$ cat src/rtl/seq_det_pkg.sv
// Shared constants for the parameterised serial sequence detector.
package seq_det_pkg;

  localparam int unsigned SEQ_LEN_MAX = 16;
  localparam int unsigned SEQ_LEN_DEF = 4;
  localparam int unsigned CNT_W_DEF   = 8;
  localparam logic [SEQ_LEN_MAX-1:0] RESET_PATTERN_DEF = 16'b1011;

endpackage : seq_det_pkg

$ cat src/rtl/sat_counter.sv
// Saturating up-counter with synchronous clear; clear beats increment.
module sat_counter #(
  parameter int unsigned WIDTH = 8
) (
  input  logic             clk,
  input  logic             rst_n,
  input  logic             inc,
  input  logic             clr,
  output logic [WIDTH-1:0] count
);

  always_ff @(posedge clk or negedge rst_n) begin
    if (!rst_n) begin
      count <= '0;
    end else if (clr) begin
      count <= '0;
    end else if (inc && (count != {WIDTH{1'b1}})) begin
      count <= count + WIDTH'(1);
    end
  end

endmodule : sat_counter

$ cat src/rtl/param_sequence_detector.sv
// Serial pattern detector with loadable pattern, overlap/non-overlap modes
// and a saturating match counter.
module param_sequence_detector
  import seq_det_pkg::*;
#(
  parameter int unsigned         SEQ_LEN       = SEQ_LEN_DEF,
  parameter int unsigned         CNT_W         = CNT_W_DEF,
  parameter logic [SEQ_LEN-1:0]  RESET_PATTERN = RESET_PATTERN_DEF[SEQ_LEN-1:0]
) (
  input  logic               clk,
  input  logic               rst_n,
  input  logic               dataIn,
  input  logic               validIn,
  input  logic [SEQ_LEN-1:0] patternIn,
  input  logic               patternLoad,
  input  logic               overlapEn,
  input  logic               cntClr,
  output logic               detected,
  output logic [CNT_W-1:0]   matchCount,
  output logic               armed
);

  localparam int unsigned FILL_W = $clog2(SEQ_LEN + 1);
  localparam logic [FILL_W-1:0] FULL = FILL_W'(SEQ_LEN);

  logic [SEQ_LEN-1:0] history, history_nxt, hist_shift;
  logic [SEQ_LEN-1:0] pattern, pattern_nxt;
  logic [FILL_W-1:0]  fill, fill_nxt, fill_inc;
  logic               match;

  // Candidate shift, compare and next-state selection; load wins over data.
  always_comb begin
    history_nxt = history;
    pattern_nxt = pattern;
    fill_nxt    = fill;
    hist_shift  = {history[SEQ_LEN-2:0], dataIn};
    fill_inc    = (fill == FULL) ? FULL : fill + FILL_W'(1);
    match       = validIn && !patternLoad && (fill_inc == FULL) &&
                  (hist_shift == pattern);

    if (patternLoad) begin
      pattern_nxt = patternIn;
      fill_nxt    = '0;
    end else if (validIn) begin
      history_nxt = hist_shift;
      fill_nxt    = (match && !overlapEn) ? '0 : fill_inc;
    end
  end

  always_ff @(posedge clk or negedge rst_n) begin
    if (!rst_n) begin
      history  <= '0;
      fill     <= '0;
      pattern  <= RESET_PATTERN;
      detected <= 1'b0;
      armed    <= 1'b0;
    end else begin
      history  <= history_nxt;
      fill     <= fill_nxt;
      pattern  <= pattern_nxt;
      detected <= match;
      armed    <= (fill_nxt == FULL);
    end
  end

  sat_counter #(
    .WIDTH(CNT_W)
  ) u_match_cnt (
    .clk  (clk),
    .rst_n(rst_n),
    .inc  (match),
    .clr  (cntClr),
    .count(matchCount)
  );

endmodule : param_sequence_detector

$ cat config.mk
export PLATFORM = sky130hd
export DESIGN_NAME = param_sequence_detector
export DESIGN_NICKNAME = d
export VERILOG_FILES = /design/src/rtl/seq_det_pkg.sv /design/src/rtl/sat_counter.sv /design/src/rtl/param_sequence_detector.sv
export SDC_FILE = /design/constraint.sdc
export NUM_CORES = 1
export LEC_CHECK = 0
export ABC_AREA = 1
export CAP_MARGIN = 10
export CORE_ASPECT_RATIO = 0.7
export CORE_UTILIZATION = 50
export CTS_CLUSTER_DIAMETER = 150
export DETAILED_ROUTE_END_ITERATION = 7
export GPL_TIMING_DRIVEN = 0
export PLACE_DENSITY = 0.77
export SYNTH_ARGS = -nofsm -noshare
export SYNTH_HDL_FRONTEND = slang
export SYNTH_HIERARCHICAL = 1
export SYNTH_SLANG_ARGS = --single-unit
$ cat constraint.sdc
create_clock -name clk -period 2.32 [get_ports clk]
set_clock_uncertainty 0.15 [all_clocks]
set_input_delay 0.348 -clock clk [delete_from_list [all_inputs] [get_ports clk]]
set_output_delay 0.348 -clock clk [all_outputs]
set_load 0.05 [all_outputs]
# Yosys cells after proc, flatten, opt, wreduce, memory -nomap -nowiden
# Index checks and enable logic that the tools add are counted.
[classes]
eq_ne = 5
bitwise_logic = 1
n_reduce_logical = 9
mux = 6
n_addsub = 2
[ops]
columns = ["operator", "count"]
rows = [
  ["two-way mux 8 bit", 2],
  ["two-way mux 3 bit", 4],
  ["equality test 3 bit, second input constant", 3],
  ["adder 8 x 1 -> 8 bit, second input constant", 1],
  ["!= test 8 bit, second input constant", 1],
  ["logical AND 1 bit", 5],
  ["equality test 4 bit", 1],
  ["adder 3 x 1 -> 3 bit, second input constant", 1],
  ["zero test 1 bit", 2],
  ["AND reduction 2 bit", 1],
  ["nonzero test 2 bit", 1],
  ["NOT 1 bit", 1],
]
[totals]
reg_bits = 20
input_bits = 11
elab_cells = 29

# Longest topological paths before layout
[depth]
word_depth = 10
depth_mapped = 11
mapped_depth_nobuf = 11

# Hierarchy
# Netlist, hierarchy kept.
[modules_own_cells]
columns = ["mod", "cells_per_inst", "area_per_inst_um2", "n_inst"]
rows = [
  ["param_sequence_detector", 81, 638.1, 1],
  ["sat_counter", 74, 511.7, 1],
]

# Worst setup path before layout
# OpenSTA, ideal clock, no wires.
[synth_timing]
kind = "register -> register"
start = "register fill[0]"
end = "register u_match_cnt.count[7]"
setup_time_ns = 0.113
required_time_ns = 2.057
path_stages_with_launch = 11
path_buffers = 0
arrival_time_ns = 1.861
path_slack_ns = 0.196
cell_sequence = "dfrtp_1 inv_2 ha_1 nor2_2 nand2_2 nor4_1 inv_1 a21oi_1 nand3_1 nand2_1 inv_1"
[synth_between]
elab_chain_len = 7
[synth_rtl]
columns = ["item", "line_no", "text"]
rows = [
  ["start, declared", "param_sequence_detector.sv:28", "logic [FILL_W-1:0] fill, fill_nxt, fill_inc;"],
  ["start signal, assigned", "param_sequence_detector.sv:59", "fill <= fill_nxt;"],
  ["adder 3 x 1 -> 3 bit or equality test 3 bit (tied branches)", "param_sequence_detector.sv:37", "fill_inc = (fill == FULL) ? FULL : fill + FILL_W'(1);"],
  ["two-way mux 3 bit (*)", "param_sequence_detector.sv:37", ""],
  ["equality test 3 bit (*)", "param_sequence_detector.sv:38", "match = validIn && !patternLoad && (fill_inc == FULL) &&"],
  ["logical AND 1 bit (*) (2 in series)", "param_sequence_detector.sv:38", ""],
  ["via match", "param_sequence_detector.sv:29", "logic match;"],
  ["logical AND 1 bit (*)", "sat_counter.sv:17", "end else if (inc && (count != {WIDTH{1'b1}})) begin"],
  ["nonzero test 2 bit (no line) (*)", "-", ""],
  ["end signal, assigned", "sat_counter.sv:18", "count <= count + WIDTH'(1);"],
  ["end, declared", "sat_counter.sv:9", "output logic [WIDTH-1:0] count"],
]
# The timed path passes the listed nets; every way through them passes the cells marked *.
# A chain may end at the register's enable or synchronous reset.

# Worst setup path in the final report
[layout_timing]
start = "register u_match_cnt.count[5]"
end = "output port matchCount[5]"
[layout_rtl]
columns = ["item", "line_no", "text"]
rows = [
  ["end, declared", "param_sequence_detector.sv:19", "output logic [CNT_W-1:0] matchCount,"],
]
# No word-level cell between the ends.

==> flow_metrics.env <==
export IMPL_layout_cells_most_common="nand2_1"
export IMPL_worst_slew_margin_rel=0.4139
export IMPL_pwr_density_cell_mw_per_mm2=497.5
export IMPL_crit_family="buffers and inverters"
export IMPL_die_area_sq_mm=0.002498
export IMPL_ys_seq_elements=20
export IMPL_power_clock_fraction=0.248
export IMPL_first_global_vias=955
export IMPL_tightestPinTransition_ns=0.8764
export IMPL_antenna_cells_inserted=0
export IMPL_yosysSeqAreaShare=0.4385
export IMPL_design_final_nets=193
export IMPL_cp_depth=1
export IMPL_placeableCoreArea_sq_mm=0.002155
export IMPL_antenna_found_initial=0
export IMPL_cp_data_arrival_time_ns=1.63
export IMPL_avgViaCountPerCell=4.795
export IMPL_tritoncts_num_buffers=3
export IMPL_sequentialPowerShare=0.550
export IMPL_mappedNetlistArea_sq_mm=0.001150
export IMPL_post_route_cells_drive_above_1_share=0.1292
export IMPL_io_pin_count=21
export IMPL_critical_path_cell_chain="clkdlybuf4s50_1"
export IMPL_synthesis_nets=169
export IMPL_report_final_slew_viol_count=0
export IMPL_yosysUniqueCellTypes=23
export IMPL_hold_viol=0
export IMPL_timing_critical_path_slowest_stage_cell="clkdlybuf4s50_1"
export IMPL_rsz0062_at_grt="no"
export IMPL_place_congestion=0.8818
export IMPL_cp_data_required_time_ns=1.82
export IMPL_io_buffers=19
export IMPL_grt_max_degree=21
export IMPL_leakagePower_nw=0.6887
export IMPL_syn2layout_area_growth_pct=23.94
export IMPL_clockRootBuffer="clkbuf_4"
export IMPL_cts_max_path_buffers=2
export IMPL_drcViolationCount=0
export IMPL_cts_hold_repair_buffers=0
export IMPL_fill_count=208
export IMPL_outcome="finished clean"
export IMPL_path_class="flip-flop to output port"
export IMPL_peakVddDrop_mv=0.3663
export IMPL_timing_critical_path_to_type="output port"
export IMPL_die_height_um=42.12
export IMPL_clock_tree_htree_level_count=1
export IMPL_clk_pin_slew_worst_paths_ns=0.12
export IMPL_setup_viol_count_final=0
export IMPL_detail_route_wirelength_mm=2.451
export IMPL_setup_worst_path_start_class="flip-flop"
export IMPL_hold_path_depth=3
export IMPL_switchingPower_mw=0.2141
export IMPL_finalSetupTns_ns=0
export IMPL_drt_pre_antenna_iters=4
export IMPL_totalPowerFinal_mw=0.7089
export IMPL_utilization=0.6614
export IMPL_clk_insertion_delay_late_ns=0.31
export IMPL_overflow=0
export IMPL_min_period_over_period=0.9186
export IMPL_most_common_layout_cells="nand2_1 (51), inv_1 (23), clkdlybuf4s50_1 (19)"
export IMPL_cts_repair_timing_setup_buffer_count=0
export IMPL_start_util=0.5337
export IMPL_hold_path_class="input port to flip-flop"
export IMPL_drtAntennaViolNets=0
export IMPL_via_count=1007
export IMPL_netSwitchingFraction=0.3020
export IMPL_synthesis_area_per_instance_sq_um=7.418
export IMPL_critical_path_max_stage_delay_ns=0.84
export IMPL_grt_first_pass_wirelength_mm=4.298
export IMPL_detail_route_wl_per_cell_um=11.67
export IMPL_timing_max_cap_violations=0
export IMPL_critical_path_peak_fanout=7
export IMPL_grt_use_total=0.2391
export IMPL_p_int_mw=0.4949
export IMPL_comb_power_share=0.203
export IMPL_yosysWarnings=6
export IMPL_fp_row_count=14
export IMPL_clock_sinks=20
export IMPL_cp_buffers_inverters=1
export IMPL_reg2regPathDepth=10
export IMPL_timing_fmax_mhz=469.2
export IMPL_period_minus_slack_ns=2.131
export IMPL_hold_worst_slack_ns=0.1160
export IMPL_place_hpwl_mm=1.873
export IMPL_netlist_instances=155
export IMPL_tritoncts="built"
export IMPL_drt_iter0_markers=45
export IMPL_die_w_um=59.32
cell type report:
| class | instances | area [sq um] | share of cell area |
|---|---|---|---|
| timing repair buffer | 19 | 190.2 | 0.1334 |
| multi-input combinational | 108 | 545.5 | 0.3828 |
| tap | 32 | 40.04 | 0.02809 |
| buffer | 1 | 11.26 | 0.007902 |
| inverter | 26 | 107.6 | 0.07550 |
| sequential | 20 | 504.2 | 0.3538 |
| clock buffer | 4 | 26.28 | 0.01844 |
cells in the mapped netlist:
library cell	n	share of area
dfrtp_1	17	0.37
nor3_1	2	0.0087
clkinv_4	1	0.0076
o21ai_1	1	0.0043
nor2_1	12	0.039
xnor2_1	1	0.0076
buf_6	1	0.0098
a21oi_1	6	0.026
inv_1	23	0.075
nand2_2	4	0.022
o21bai_1	2	0.013
nand2_1	51	0.17
o21ai_0	7	0.030
inv_6	1	0.0076
inv_2	1	0.0033
nor4_1	1	0.0054
nor2_2	4	0.022
ha_1	3	0.033
nand3_4	1	0.015
nand3_1	11	0.048
nand2_4	1	0.0098
dfstp_2	3	0.069
a21oi_2	1	0.0076
per-stage QoR:
| stage | setup WS, ns | area [sq um] | cells |
|---|---|---|---|
| 2_1_floorplan | 0.1962 | 1150 | 155 |
| 6_report | 0.1887 | 1425 | 210 |
| 3_5_place_dp | -0.4172 | 1380 | 206 |
| 5_1_grt | 0.02492 | 1425 | 210 |
| 4_1_cts | 0.03052 | 1413 | 210 |
| 3_3_place_gp | -0.4432 | 1380 | 206 |
cell families after synthesis:
group,count (synthesis),synth area share
XOR/XNOR,1,0.007618
flip-flops,20,0.4385
AND/OR/NAND/NOR,87,0.3362
adder cells (fa/ha/maj),3,0.03265
AO/OA/AOI/OAI,17,0.08160
buffers and inverters,27,0.1034
flip-flops by register name (all words and copies together), names as in the netlist:
signal             cells
armed                  1
detected               1
fill                   3
history                3
pattern                4
u_match_cnt/count      8
layer usage:
metal  track usage  wire (um)  vias to the layer above
met5             0          0                        -
met3       0.06481        132                        5
met4        0.1000         43                        0
met1        0.3300       1184                      453
met2        0.3528       1090                       25
li1              -          -                      524
path summary, 6_finish.rpt:
path,start,to,slack (ns)
max,u_match_cnt/count[5]$_DFFE_PN0P_,matchCount[5],0.19
min,patternLoad,pattern[1]$_DFFE_PN1P_,0.12
max reg2reg,fill[0]$_DFF_PN0_,u_match_cnt/count[7]$_DFFE_PN0P_,0.20
min reg2reg,pattern[1]$_DFFE_PN1P_,pattern[1]$_DFFE_PN1P_,0.32
max in group asynchronous,rst_n,u_match_cnt/count[4]$_DFFE_PN0P_,1.10
min in group asynchronous,rst_n,u_match_cnt/count[7]$_DFFE_PN0P_,0.37
power groups by stage:
stage,Clock (mW),Sequential (mW),Combinational (mW)
2_1_floorplan,0,0.405,0.0789
3_3_place_gp,0,0.395,0.134
3_5_place_dp,0,0.397,0.138
4_1_cts,0.182,0.390,0.140
5_1_grt,0.197,0.393,0.160
6_report,0.176,0.390,0.144
what timing repair did:
action,4_1_cts,5_1_grt
setup endpoints to repair,4,4
pin swaps,0,0
gates resized for setup,1,2
(Power assumes the default switching activity.)
